## src/rtl/tpu_seq_ctrl.sv

```systemverilog
// GEMM command sequencer for the TPU core: streams B weights, A rows and C bias
// rows out of the input buffer and counts result writebacks until completion.
module tpu_seq_ctrl #(
  parameter int SYSTOLIC_ARRAY_WIDTH = 16,
  parameter int ADDR_WIDTH           = 10,
  parameter int C_DELAY              = 18
) (
  input  logic                                   clk,
  input  logic                                   rst,
  input  logic                                   cmd_valid,
  output logic                                   cmd_ready,
  input  logic [ADDR_WIDTH-1:0]                  cmd_a_base,
  input  logic [ADDR_WIDTH-1:0]                  cmd_b_base,
  input  logic [ADDR_WIDTH-1:0]                  cmd_c_base,
  input  logic [ADDR_WIDTH-1:0]                  cmd_d_base,
  input  logic [ADDR_WIDTH-1:0]                  cmd_m_rows,
  input  logic [$clog2(SYSTOLIC_ARRAY_WIDTH):0]  cmd_k_dim,
  input  logic [$clog2(SYSTOLIC_ARRAY_WIDTH):0]  cmd_n_dim,
  input  logic [2:0]                             cmd_vpu_mode,
  output logic [ADDR_WIDTH-1:0]                  ctrl_rd_addr_a,
  output logic                                   ctrl_rd_en_a,
  output logic                                   ctrl_a_valid,
  output logic                                   ctrl_a_switch,
  output logic [ADDR_WIDTH-1:0]                  ctrl_rd_addr_b,
  output logic                                   ctrl_rd_en_b,
  output logic                                   ctrl_b_accept_w,
  output logic [$clog2(SYSTOLIC_ARRAY_WIDTH)-1:0] ctrl_b_weight_index,
  output logic [ADDR_WIDTH-1:0]                  ctrl_rd_addr_c,
  output logic                                   ctrl_rd_en_c,
  output logic [2:0]                             ctrl_vpu_mode,
  output logic [ADDR_WIDTH-1:0]                  ctrl_wr_addr_d,
  output logic [SYSTOLIC_ARRAY_WIDTH-1:0]        ctrl_row_mask,
  output logic [SYSTOLIC_ARRAY_WIDTH-1:0]        ctrl_col_mask,
  input  logic                                   core_writeback_valid,
  output logic                                   busy,
  output logic                                   done,
  output logic                                   cmd_err,
  output logic [2:0]                             dbg_state
);
  localparam int W  = SYSTOLIC_ARRAY_WIDTH;
  localparam int AW = ADDR_WIDTH;
  localparam int IW = $clog2(W);
  localparam int KW = IW + 1;
  localparam int DW = $clog2(C_DELAY + 1);

  typedef enum logic [2:0] {
    S_IDLE     = 3'd0,
    S_ERR      = 3'd1,
    S_LOAD_W   = 3'd2,
    S_STREAM_A = 3'd3,
    S_DRAIN    = 3'd4
  } state_t;

  state_t state_q, state_d;

  logic [AW-1:0] a_base_q, b_base_q, c_base_q, d_base_q, m_q;
  logic [KW-1:0] k_q, i_q;
  logic [AW-1:0] r_q, w_q, c_r_q;
  logic [DW-1:0] c_dly_q;
  logic          c_wait_q, c_run_q, c_fin_q;
  logic [AW-1:0] hold_a_q, hold_b_q, hold_c_q;
  logic          accept_w_q, a_valid_q, a_switch_q;
  logic [IW-1:0] w_idx_q;
  logic [W-1:0]  row_mask_q, col_mask_q;
  logic [2:0]    vpu_q;

  logic accept, cmd_ok, last_i, last_r, last_c, fin;

  function automatic logic [W-1:0] lsb_mask(input logic [KW-1:0] cnt);
    logic [W-1:0] m;
    for (int j = 0; j < W; j++) m[j] = (j < int'(cnt));
    return m;
  endfunction

  // Handshake: a command transfers on any edge where cmd_valid && cmd_ready;
  // cmd_ready is high only in IDLE, and every cmd_* field is sampled on that edge.
  assign accept = cmd_valid && cmd_ready;
  assign cmd_ok = (cmd_m_rows != '0) && (cmd_k_dim != '0) && (cmd_k_dim <= KW'(W)) &&
                  (cmd_n_dim != '0) && (cmd_n_dim <= KW'(W));
  assign last_i = (i_q == k_q - KW'(1));
  assign last_r = (r_q == m_q - AW'(1));
  assign last_c = (c_r_q == m_q - AW'(1));
  assign fin    = (state_q == S_DRAIN) && (w_q == m_q) && c_fin_q;
  assign dbg_state = state_q;

  always_ff @(posedge clk or posedge rst) begin
    if (rst) state_q <= S_IDLE;
    else     state_q <= state_d;
  end

  always_comb begin
    state_d = state_q;
    case (state_q)
      S_IDLE:     if (accept) state_d = cmd_ok ? S_LOAD_W : S_ERR;
      S_ERR:      state_d = S_IDLE;
      S_LOAD_W:   if (last_i) state_d = S_STREAM_A;
      S_STREAM_A: if (last_r) state_d = S_DRAIN;
      S_DRAIN:    if (fin) state_d = S_IDLE;
      default:    state_d = S_IDLE;
    endcase
  end

  always_comb begin
    cmd_ready    = 1'b0;
    busy         = 1'b0;
    done         = 1'b0;
    cmd_err      = 1'b0;
    ctrl_rd_en_b = 1'b0;
    ctrl_rd_en_a = 1'b0;
    case (state_q)
      S_IDLE:     cmd_ready = 1'b1;
      S_ERR:      begin done = 1'b1; cmd_err = 1'b1; end
      S_LOAD_W:   begin busy = 1'b1; ctrl_rd_en_b = 1'b1; end
      S_STREAM_A: begin busy = 1'b1; ctrl_rd_en_a = 1'b1; end
      S_DRAIN:    begin busy = 1'b1; done = fin; end
      default:    ;
    endcase
    ctrl_rd_en_c        = c_run_q;
    // Addresses track the live counter inside a window and freeze afterwards.
    ctrl_rd_addr_b      = ctrl_rd_en_b ? b_base_q + AW'(i_q) : hold_b_q;
    ctrl_rd_addr_a      = ctrl_rd_en_a ? a_base_q + r_q : hold_a_q;
    ctrl_rd_addr_c      = ctrl_rd_en_c ? c_base_q + c_r_q : hold_c_q;
    ctrl_wr_addr_d      = d_base_q + w_q;
    ctrl_b_accept_w     = accept_w_q;
    ctrl_b_weight_index = w_idx_q;
    ctrl_a_valid        = a_valid_q;
    ctrl_a_switch       = a_switch_q;
    ctrl_row_mask       = row_mask_q;
    ctrl_col_mask       = col_mask_q;
    ctrl_vpu_mode       = vpu_q;
  end

  always_ff @(posedge clk or posedge rst) begin
    if (rst) begin
      a_base_q   <= '0;
      b_base_q   <= '0;
      c_base_q   <= '0;
      d_base_q   <= '0;
      m_q        <= '0;
      k_q        <= '0;
      i_q        <= '0;
      r_q        <= '0;
      w_q        <= '0;
      c_r_q      <= '0;
      c_dly_q    <= '0;
      c_wait_q   <= 1'b0;
      c_run_q    <= 1'b0;
      c_fin_q    <= 1'b0;
      hold_a_q   <= '0;
      hold_b_q   <= '0;
      hold_c_q   <= '0;
      accept_w_q <= 1'b0;
      w_idx_q    <= '0;
      a_valid_q  <= 1'b0;
      a_switch_q <= 1'b0;
      row_mask_q <= '0;
      col_mask_q <= '0;
      vpu_q      <= '0;
    end else begin
      // Buffer reads return one cycle after the strobe.
      accept_w_q <= ctrl_rd_en_b;
      w_idx_q    <= i_q[IW-1:0];
      a_valid_q  <= ctrl_rd_en_a;
      a_switch_q <= ctrl_rd_en_a && (r_q == '0);
      if (ctrl_rd_en_b) hold_b_q <= ctrl_rd_addr_b;
      if (ctrl_rd_en_a) hold_a_q <= ctrl_rd_addr_a;
      if (ctrl_rd_en_c) hold_c_q <= ctrl_rd_addr_c;
      if (accept) begin
        a_base_q <= cmd_a_base;
        b_base_q <= cmd_b_base;
        c_base_q <= cmd_c_base;
        d_base_q <= cmd_d_base;
        m_q      <= cmd_m_rows;
        k_q      <= cmd_k_dim;
        i_q      <= '0;
        r_q      <= '0;
        w_q      <= '0;
        c_r_q    <= '0;
        c_dly_q  <= '0;
        c_wait_q <= 1'b0;
        c_run_q  <= 1'b0;
        c_fin_q  <= 1'b0;
        if (cmd_ok) begin
          row_mask_q <= lsb_mask(cmd_k_dim);
          col_mask_q <= lsb_mask(cmd_n_dim);
          vpu_q      <= cmd_vpu_mode;
        end
      end else begin
        if (ctrl_rd_en_b && !last_i) i_q <= i_q + 1'b1;
        if (ctrl_rd_en_a && !last_r) r_q <= r_q + 1'b1;
        if (busy && core_writeback_valid && (w_q != m_q)) w_q <= w_q + 1'b1;
        // C flow is timed from the first A strobe, independent of the FSM.
        if (ctrl_rd_en_a && (r_q == '0)) begin
          if (C_DELAY == 1) begin
            c_run_q <= 1'b1;
          end else begin
            c_wait_q <= 1'b1;
            c_dly_q  <= DW'(1);
          end
        end
        if (c_wait_q) begin
          if (c_dly_q == DW'(C_DELAY - 1)) begin
            c_wait_q <= 1'b0;
            c_run_q  <= 1'b1;
          end else begin
            c_dly_q <= c_dly_q + 1'b1;
          end
        end
        if (c_run_q) begin
          if (last_c) begin
            c_run_q <= 1'b0;
            c_fin_q <= 1'b1;
          end else begin
            c_r_q <= c_r_q + 1'b1;
          end
        end
      end
    end
  end
endmodule

```

## config.mk

```make
export PLATFORM = sky130hd
export DESIGN_NAME = tpu_seq_ctrl
export DESIGN_NICKNAME = d
export VERILOG_FILES = /design/src/rtl/tpu_seq_ctrl.sv
export SDC_FILE = /design/constraint.sdc
export NUM_CORES = 1
export LEC_CHECK = 0
export ABC_CLOCK_PERIOD_IN_PS = 5700
export CORE_MARGIN = 10
export CORE_UTILIZATION = 25
export DETAILED_ROUTE_END_ITERATION = 12
export GPL_TIMING_DRIVEN = 0
export PLACE_DENSITY = 0.54
export SLEW_MARGIN = 20
export SYNTH_ARGS = -nofsm -noshare
export SYNTH_HDL_FRONTEND = slang
export SYNTH_SLANG_ARGS = --single-unit
export TNS_END_PERCENT = 20
```

## constraint.sdc

```tcl
create_clock -name clk -period 5.7 [get_ports clk]
set_input_delay 0.855 -clock clk [delete_from_list [all_inputs] [get_ports clk]]
set_output_delay 0.855 -clock clk [all_outputs]
set_load 0.02 [all_outputs]
```

==> results.toml <==
[layout]
nNetsFinal = 1331
fin_area_um2 = 12300
fillers = 3971
drive_gt1_share_pct = 6.17
final_cell_mix = "nand2_1 (240), dfrtp_1 (173), clkdlybuf4s50_1 (154)"
final_common_cell = "nand2_1"
syn_to_final_growth_pct = 29.5
antenna_cells = 0
final_util_pct = 32.8

[grt]
grt_pass1_vias = 7855
grt_max_degree = 94
antenna_found_initial = 1
overflow = 0
grt_pass1_wl_mm = 45.3
track_usage_pct = 12.4

[timing]
slew-limit-headroom_pct = 43.9
setup_slack_ps = 930
clock-skew-final_ps = 9.95
drv_slew = 0
rsz0062_at_grt = "no"
tightest_slew_ps = 841
fin_crit_sh_pct = 83.7
finalSetupTns_ps = 0
clock.fmax_mhz = 210
layout_min_cycle_time_ps = 4770
hold_violations = 0
setup_viol = 0

[die]
fp.dieH_um = 215
core_area_um2 = 37700
std_cell_rows = 71
initial_core_util_pct = 25.3
die-area_um2 = 46300
io_pins = 159
fp.dieW_um = 215

[routing]
via_per_inst = 4.51
firstDrtPassIters = 5
routed-wl-met2_mm = 12.9
wl_met3_mm = 1.59
wl_per_cell_um = 16.5
wl_met1_mm = 13.4
vias = 7862
totalWireLength_mm = 28.7
postRouteAntennaNets = 0
drc = 0
drt_iter0_markers = 401
highest_layer = "met5"

[setup_path]
cp_max_fo = 6
cp_data_arrival_time_ps = 3920
critPathRequiredTime_ps = 4850
critPathMaxStageDelay_ps = 540
crit_slowest_cell = "clkdlybuf4s50_1"
worstSetupPathType = "reg2out"
critPathLaunchType = "flop"
cp_cell_sequence = "ha_1 -> inv_1 -> fa_1 -> nor2b_1 -> o21ai_0 -> a21boi_0 -> o21ai_0 -> a21boi_0 -> o21ai_0 -> a21o_1 -> a31o_2 -> clkdlybuf4s50_1"
path_common_cell = "o21ai_0"
critPathCaptureType = "primary output"

[cts]
cts_setup_buffers = 0
clock_latency_ps = 450
htree_levels = 4
cts_made_buffers = 17
clk_pin_slew_worst_paths_ps = 60
cts-root-buf = "clkbuf_16"
cts_tree = "yes"
ctsHoldBuffers = 0
numClockSinks = 173
cts_resized = 0
clock_path_buffers = 2

[place]
placed_area_um2 = 11700
pre_cts_ws_ps = 1440
place_congestion = 0.809
portBuffers = 154
dp_hpwl_mm = 21.7

[synthesis]
syn_area_per_cell_um2 = 9.12
synth_edf_count = 0
synth_warnings = 0
ys_seq_area_share_pct = 45.4
ys_types = 58
syn_inst = 1045
netlist_area_um2 = 9530
async_reset_ff_share_pct = 100
syn-num-nets = 1157
ys_ff_latch = 173
synth_flop_cell = "dfrtp_1"

[pwr]
peakVddDrop_mv = 0.239
finalPower_mw = 7.76
power_density_nw_per_um2 = 629
power_leakage_nw = 5.45

[status]
status = "complete, no violations"

[run]
cap_viol_max_count = 0

[min_path]
hp-class = "reg2reg"
[synthesized netlist by cell type (all sizes together) (4+ instances only)]
master | count | area [µm²]
nand2 | 240 | 901
dfrtp | 173 | 4330
o21ai | 92 | 460
nor2 | 65 | 244
clkbuf | 50 | 188
xnor2 | 48 | 420
a21oi | 45 | 225
ha | 41 | 513
inv | 36 | 135
xor2 | 29 | 254
mux2 | 21 | 236
nor3 | 18 | 90.1
nand2b | 14 | 87.6
a21o | 13 | 97.6
nand4 | 12 | 75.1
nand3 | 11 | 55.1
or3 | 11 | 68.8
nor2b | 9 | 56.3
a21boi | 8 | 60.1
a31oi | 8 | 50.1
nor4 | 8 | 62.6
and3 | 7 | 43.8
buf | 7 | 47.6
mux2i | 7 | 70.1
o31ai | 7 | 52.6
a211oi | 5 | 37.5
and2 | 5 | 31.3
o21a | 5 | 37.5
or2 | 5 | 31.3
or4 | 5 | 41.3
xnor3 | 5 | 113
a31o | 4 | 35.0
a41oi | 4 | 35.0
fa | 4 | 80.1
[cells by family (layout without fill, tap and decap cells)]
| family | after synthesis | after routing | share of synthesized area, % |
|---|---|---|---|
| buffers and inverters | 93 | 280 | 3.89 |
| AND/OR/NAND/NOR | 420 | 420 | 20.1 |
| AO/OA/AOI/OAI | 203 | 203 | 12.6 |
| flip-flops | 173 | 173 | 45.4 |
| adder cells (fa/ha/maj) | 45 | 45 | 6.22 |
| multiplexers | 28 | 28 | 3.22 |
| XOR/XNOR | 83 | 83 | 8.51 |
[worst paths after layout]
path,from,to,slack [ps],cells past startpoint
min,hold_b_q[6]$_DFFE_PP0P_,hold_b_q[6]$_DFFE_PP0P_,470,2
min reg2reg,hold_b_q[6]$_DFFE_PP0P_,hold_b_q[6]$_DFFE_PP0P_,470,2
max in group asynchronous,rst,a_base_q[1]$_DFFE_PP0P_,3930,3
max reg2reg,m_q[0]$_DFFE_PP0P_,c_r_q[2]$_DFFE_PP0P_,2330,13
max,r_q[0]$_DFFE_PP0P_,ctrl_rd_addr_a[8],930,12
min in group asynchronous,rst,ctrl_vpu_mode[0]$_DFFE_PP0P_,860,2
[power by group]
| part | switching [mW] | leakage (nW) | internal (mW) |
|---|---|---|---|
| clock | 0.532 | 0.283 | 0.672 |
| sequential | 0.448 | 2.18 | 1.78 |
| combinational | 2.35 | 2.99 | 1.97 |
[final cells by class]
| type | instances | area [µm²] | share of cell area (%) |
|---|---|---|---|
| clock inverters | 12 | 136 | 1.11 |
| flip-flops and latches | 173 | 4330 | 35.1 |
| well taps | 511 | 639 | 5.18 |
| multi-input cells | 779 | 4830 | 39.2 |
| plain buffers | 57 | 235 | 1.91 |
| clock buffers | 20 | 457 | 3.70 |
| inverters | 36 | 143 | 1.16 |
| repair buffers | 155 | 1570 | 12.7 |
[per-stage QoR]
stage	instances	hold WS [ps]
3_3_place_gp	1710	451
3_5_place_dp	1711	455
4_1_cts	1743	475
6_report	1743	468
5_1_grt	1743	502
2_1_floorplan	1045	439
[worst max-delay path: cells and delay by family (launching register included)]
family | cells | cell delay (ps)
compound gates | 7 | 1630
buf+inv | 2 | 600
simple gates | 1 | 120
fa+ha+maj | 2 | 630
flops | 1 | 500
[routing by layer]
metal  up-vias  GRT usage [%]
li1       3883              -
met1      3780           16.2
met2       158           18.8
met3        39           3.36
met4         2           4.95
met5         -              0
Power figures use the tool's default switching activity.
